**src/rtl/iotdf_pkg.sv**
```systemverilog
// Shared function encodings and unsigned compare helpers for the iotdf block.
package iotdf_pkg;

   // Widest data word supported (WORD_BYTES up to 32).
   localparam int MAX_W = 256;

   typedef enum logic [2:0] {
      FN_NONE    = 3'd0,
      FN_MAX     = 3'd1,
      FN_MIN     = 3'd2,
      FN_AVG     = 3'd3,
      FN_EXTRACT = 3'd4,
      FN_EXCLUDE = 3'd5,
      FN_PKMAX   = 3'd6,
      FN_PKMIN   = 3'd7
   } fn_e;

   // Unsigned compares; callers zero-extend their W-bit words to MAX_W.
   function automatic logic u_gt(input logic [MAX_W-1:0] a, input logic [MAX_W-1:0] b);
      return a > b;
   endfunction

   function automatic logic u_lt(input logic [MAX_W-1:0] a, input logic [MAX_W-1:0] b);
      return a < b;
   endfunction

endpackage

```
**src/rtl/iotdf_word_asm.sv**
```systemverilog
// Byte-to-word shifter: MSB first, word presented combinationally with its last byte.
module iotdf_word_asm #(
   parameter int WORD_BYTES = 16
) (
   input  logic                      clk,
   input  logic                      rst,
   input  logic                      byte_en,
   input  logic [7:0]                byte_in,
   output logic [8*WORD_BYTES-1:0]   word,
   output logic                      word_done,
   output logic                      word_start
);

   localparam int W  = 8 * WORD_BYTES;
   localparam int CW = $clog2(WORD_BYTES);

   logic [CW-1:0]  cnt;
   logic [W-9:0]   part;

   assign word       = {part, byte_in};
   assign word_done  = byte_en && (cnt == CW'(WORD_BYTES - 1));
   assign word_start = (cnt == '0);

   // Shift in accepted bytes and count them, wrapping at the word boundary.
   always_ff @(posedge clk or posedge rst) begin
      if (rst) begin
         cnt  <= '0;
         part <= '0;
      end else if (byte_en) begin
         part <= word[W-9:0];
         cnt  <= word_done ? '0 : cnt + 1'b1;
      end
   end

endmodule

```
**src/rtl/iotdf_param.sv**
```systemverilog
// Streaming IoT data filter: assembles bytes into words and applies a per-round function.
module iotdf_param
   import iotdf_pkg::*;
#(
   parameter int WORD_BYTES = 16,
   parameter int ROUND_LOG2 = 3
) (
   input  logic                      clk,
   input  logic                      rst,
   input  logic                      in_en,
   input  logic [7:0]                iot_in,
   input  logic [2:0]                fn_sel,
   input  logic [8*WORD_BYTES-1:0]   lo_th,
   input  logic [8*WORD_BYTES-1:0]   hi_th,
   output logic                      busy,
   output logic                      valid,
   output logic [8*WORD_BYTES-1:0]   iot_out
);

   localparam int W  = 8 * WORD_BYTES;
   localparam int SW = W + ROUND_LOG2;

   function automatic logic gt(input logic [W-1:0] a, input logic [W-1:0] b);
      return u_gt(MAX_W'(a), MAX_W'(b));
   endfunction

   function automatic logic lt(input logic [W-1:0] a, input logic [W-1:0] b);
      return u_lt(MAX_W'(a), MAX_W'(b));
   endfunction

   logic                    accept;
   logic [W-1:0]            word;
   logic                    word_done;
   logic                    word_start;

   fn_e                     fn_q;
   fn_e                     fn_eff;
   logic [ROUND_LOG2-1:0]   word_cnt;
   logic [W-1:0]            ext;
   logic [SW-1:0]           sum;
   logic [W-1:0]            pk;
   logic                    pk_have;

   logic                    round_start;
   logic                    first_word;
   logic                    last_word;
   logic [W-1:0]            ext_next;
   logic [SW-1:0]           sum_next;
   logic                    in_range;
   logic                    out_range;
   logic                    pk_better;

   assign accept = in_en && !busy;

   iotdf_word_asm #(
      .WORD_BYTES(WORD_BYTES)
   ) u_word_asm (
      .clk        (clk),
      .rst        (rst),
      .byte_en    (accept),
      .byte_in    (iot_in),
      .word       (word),
      .word_done  (word_done),
      .word_start (word_start)
   );

   // Round bookkeeping and next-value datapath for the active function.
   always_comb begin
      round_start = accept && word_start && (word_cnt == '0);
      fn_eff      = round_start ? fn_e'(fn_sel) : fn_q;
      first_word  = word_done && (word_cnt == '0);
      last_word   = word_done && (word_cnt == '1);
      ext_next    = word;
      if (!first_word) begin
         if (fn_eff == FN_MAX || fn_eff == FN_PKMAX)
            ext_next = gt(word, ext) ? word : ext;
         else
            ext_next = lt(word, ext) ? word : ext;
      end
      sum_next  = (first_word ? '0 : sum) + SW'(word);
      in_range  = lt(lo_th, word) && lt(word, hi_th);
      out_range = lt(word, lo_th) || gt(word, hi_th);
      pk_better = !pk_have ||
                  ((fn_eff == FN_PKMAX) ? gt(ext_next, pk) : lt(ext_next, pk));
   end

   // Registered state and outputs; valid and busy are single-cycle pulses.
   always_ff @(posedge clk or posedge rst) begin
      if (rst) begin
         fn_q     <= FN_NONE;
         word_cnt <= '0;
         ext      <= '0;
         sum      <= '0;
         pk       <= '0;
         pk_have  <= 1'b0;
         busy     <= 1'b0;
         valid    <= 1'b0;
         iot_out  <= '0;
      end else begin
         valid <= 1'b0;
         busy  <= last_word;
         // A change of latched function forgets any stored peak.
         if (round_start) begin
            fn_q <= fn_eff;
            if (fn_eff != fn_q) pk_have <= 1'b0;
         end
         if (word_done) begin
            word_cnt <= word_cnt + 1'b1;
            ext      <= ext_next;
            sum      <= sum_next;
            case (fn_eff)
               FN_EXTRACT: if (in_range) begin
                  iot_out <= word;
                  valid   <= 1'b1;
               end
               FN_EXCLUDE: if (out_range) begin
                  iot_out <= word;
                  valid   <= 1'b1;
               end
               FN_MAX, FN_MIN: if (last_word) begin
                  iot_out <= ext_next;
                  valid   <= 1'b1;
               end
               FN_AVG: if (last_word) begin
                  iot_out <= sum_next[SW-1:ROUND_LOG2];
                  valid   <= 1'b1;
               end
               FN_PKMAX, FN_PKMIN: if (last_word && pk_better) begin
                  iot_out <= ext_next;
                  valid   <= 1'b1;
                  pk      <= ext_next;
                  pk_have <= 1'b1;
               end
               default: ;
            endcase
         end
      end
   end

endmodule

```
**config.mk**
```make
export PLATFORM = sky130hd
export DESIGN_NAME = iotdf_param
export DESIGN_NICKNAME = d
export VERILOG_FILES = /design/src/rtl/iotdf_pkg.sv /design/src/rtl/iotdf_word_asm.sv /design/src/rtl/iotdf_param.sv
export SDC_FILE = /design/constraint.sdc
export NUM_CORES = 2
export LEC_CHECK = 0
export CORE_MARGIN = 2
export CORE_UTILIZATION = 60
export DETAILED_ROUTE_END_ITERATION = 10
export GPL_ROUTABILITY_DRIVEN = 0
export GPL_TIMING_DRIVEN = 0
export HOLD_SLACK_MARGIN = 0.03
export PLACE_DENSITY = 0.82
export SYNTH_ARGS = -nofsm -noshare
export SYNTH_HDL_FRONTEND = slang
export SYNTH_SLANG_ARGS = --single-unit
```
**constraint.sdc**
```tcl
create_clock -name clk -period 33.7 [get_ports clk]
set_input_delay 6.74 -clock clk [delete_from_list [all_inputs] [get_ports clk]]
set_output_delay 6.74 -clock clk [all_outputs]
set_load 0.01 [all_outputs]
```
==> results.txt <==
Drt via density -> 6.63
Top cell type's share of synthesized area -> 0.323
Nature of the critical path endpoint -> register
CP dominant cell by count -> buf_6
TritonCTS sink count -> 648
Chip width -> 293 µm
Top_reg_cell synth -> dfrtp_1
Drt drc -> 29
Clock Latency Late Sink -> 0.68 ns
Chip height -> 293 µm
Post-synth EDFFs -> 0
Max-cap violation count -> 3
Final hold viol count -> 0
Multi-input logic area -> 30200 µm²
Vias -> 50517
IO Pins -> 400
Drt pass-1 iters -> 11
Failing checks -> DRC, capacitance limit, slew limit
Final HPWL DP -> 144 mm
Register area -> 16200 µm²
Count of final setup violators -> 0
CTS max path bufs -> 3
Clock Pin Slew Worst Setup and Hold Paths -> 0.06 ns
Critical path data required time -> 34.24 ns
Antenna violations before repair -> 13
Top delay family on crit path -> compound AO/OA/AOI/OAI gates
Full die area -> 86100 µm²
Post-DRT Antenna Nets -> 0
Setup Buffers After CTS -> 0
Actual slew at the worst max-slew pin -> 1.50 ns
F_max -> 55.3 MHz
CP Buf/Inv Count -> 8
RSZ-0062 raised after global routing -> false
Relative slew slack -> -0.000794
Slowest CP cell -> nor4_1
Mean post-synth cell area -> 8.39 µm²
Async set-reset flop share out of synthesis -> 1.00
Synth Cell Area -> 50200 µm²
Mapped Cells -> 5988
NumNets Final -> 7389
Fin Setup TNS -> 0 ns
Global-route wire length before repair -> 293 mm
Flops & latches, synth -> 648
Skew final -> 0.0466 ns
Grt ovf -> 0
Final slew viol count -> 7
Area Growth Syn to Fin -> 16.3%
Clock buffer count from CTS -> 74
Syn Nets -> 6904
Number of synthesis warnings -> 0
Power Dens Cells -> 94.8 nW/µm²
Row count -> 106
P_leak -> 28.5 nW
Overall Power -> 5.54 mW
Class of the worst hold path -> register to register
Vias in the first global route -> 48517
Min cycle time layout -> 18.09 ns
Root Buffer -> clkbuf_16
CTS tree -> built
Hold Buf Count CTS -> 0
First DRT Iteration DRCs -> 7038
Fin Hold WS -> 0.468 ns
Setup CP Type -> input pin to register
Startpoint types -> input pin
Critical path arrival -> 18.63 ns
Layout cells sized above 1 -> 0.0691
CP Max Fanout -> 10
Top cells by area, synth -> dfrtp_1, ha_1, nand2_1
Outcome -> finished, violations left
Distinct cells, synth -> 98
Largest net degree at the start of global routing -> 129
Maximum vdd drop -> 0.0949 mV
Resized cells post-CTS -> 0
Port-buffer cells -> 399
Final cell count without fillers -> 7623
Filler Cell Count -> 6432
Routed WL per cell -> 25.9 µm
GRT Total Usage -> 0.451
Final wirelength -> 197 mm
Leading area contributor after synthesis -> dfrtp_1
Post-synthesis sequential area ratio -> 0.323
H-tree levels -> 3
Core area -> 83300 µm²
Final worst-path cycle share -> 0.537
Largest stage delay, worst path -> 1.21 ns
Dpl cells -> 7475
Initial Utilization -> 0.603
==> final cells by class <==
| type | count | share of cell area |
|---|---|---|
| diodes | 14 | 0.000600 |
| plain buffers | 273 | 0.0218 |
| clock buffers | 104 | 0.0380 |
| clock inverters | 28 | 0.00634 |
| inverters | 685 | 0.0441 |
| multi-input cells | 4382 | 0.517 |
| flip-flops and latches | 648 | 0.278 |
| well taps | 1080 | 0.0231 |
| repair buffers | 409 | 0.0718 |
==> registers in the layout (all words and copies together), names as in the netlist, 3 cells and up <==
name and flops:
iot_out 128, fn_q 3, word_cnt 3, u_word_asm.part 120, sum 131, u_word_asm.cnt 4, ext 128, pk 128
==> cells in the mapped netlist (all sizes together), types with 34 or more instances <==
master,number
o21bai,34
nand2,775
and2,146
buf,108
a211oi,88
nor3,62
mux2,161
o221ai,35
nand3,80
a21o,122
a21oi,547
ha,645
inv,685
xnor2,75
nor4,36
o21ai,470
nor2,343
nand4,156
clkbuf,165
xor2,57
dfrtp,648
mux2i,153
o211ai,34
==> worst min-delay path: stages (launching register included) <==
cell,delay (ns)
dfrtp_1,0.33
nand2_1,0.05
nand2_1,0.05
==> placed cells by master (no fill, tap or decap), drive strengths merged, types with 30 or more instances in the layout <==
master / instances
o211ai: 34
a221o: 31
clkdlybuf4s50: 399
xnor2: 75
o31ai: 32
xor2: 57
a21o: 122
nand2: 775
nor3: 62
nor2: 343
o221ai: 35
dfrtp: 648
a211oi: 88
nand3: 80
nor4: 36
ha: 645
clkbuf: 270
mux2: 161
mux2i: 153
a21oi: 547
o21ai: 470
inv: 686
and2: 146
o21bai: 34
nor2b: 30
nand4: 156
buf: 116
==> report_power, final <==
part / internal [mW] / leakage [nW] / switching [mW]
clock: 0.522 / 1.27 / 0.361
sequential: 0.953 / 8.56 / 0.326
combinational: 1.23 / 18.7 / 2.15
==> path summary, 6_finish.rpt <==
| check | start | endpoint | slack [ns] | cells past startpoint |
|---|---|---|---|---|
| worst max-delay path | iot_in[7] | iot_out[70] | 15.61 | 30 |
| worst min-delay path | sum[20] | sum[20] | 0.47 | 2 |
| worst max register to register | u_word_asm.part[94] | iot_out[70] | 21.62 | 29 |
| worst min register to register | sum[20] | sum[20] | 0.47 | 2 |
| max in group asynchronous | rst | pk[31] | 25.33 | 5 |
| min in group asynchronous | rst | u_word_asm.part[78] | 6.65 | 3 |
==> metrics by stage <==
| stage | util | cell area (µm²) | setup slack, ns |
|---|---|---|---|
| after floorplan | - | 50200 | 8.80 |
| after global placement | 0.667 | 55600 | 0.949 |
| after detailed placement | 0.670 | 55800 | 16.47 |
| after CTS | 0.701 | 58400 | 17.03 |
| after global routing | 0.701 | 58400 | 16.22 |
| final | 0.702 | 58400 | 15.61 |
==> kinds of logic (layout without fill, tap and decap cells) <==
| group | after synthesis | count (layout) | share of synthesized area |
|---|---|---|---|
| simple gates | 1714 | 1714 | 0.157 |
| compound gates | 1576 | 1576 | 0.193 |
| buf+inv | 958 | 1499 | 0.0765 |
| flops | 648 | 648 | 0.323 |
| fa+ha+maj | 646 | 646 | 0.161 |
| mux | 314 | 314 | 0.0667 |
| xor+xnor | 132 | 132 | 0.0230 |
| other cells | 0 | 14 | 0 |
==> routing by layer <==
metal  wire (µm)  vias to the layer above  part of all wire  global-route usage
met2       80400                     3836              0.41               0.653
met3       29100                     1106              0.15               0.186
met4       19500                       10             0.099               0.353
li1            -                    21953                 -                   -
met5         156                        -           0.00079              0.0159
met1       68000                    23612              0.35               0.528
No activity file was read; power rests on OpenSTA's default activity.
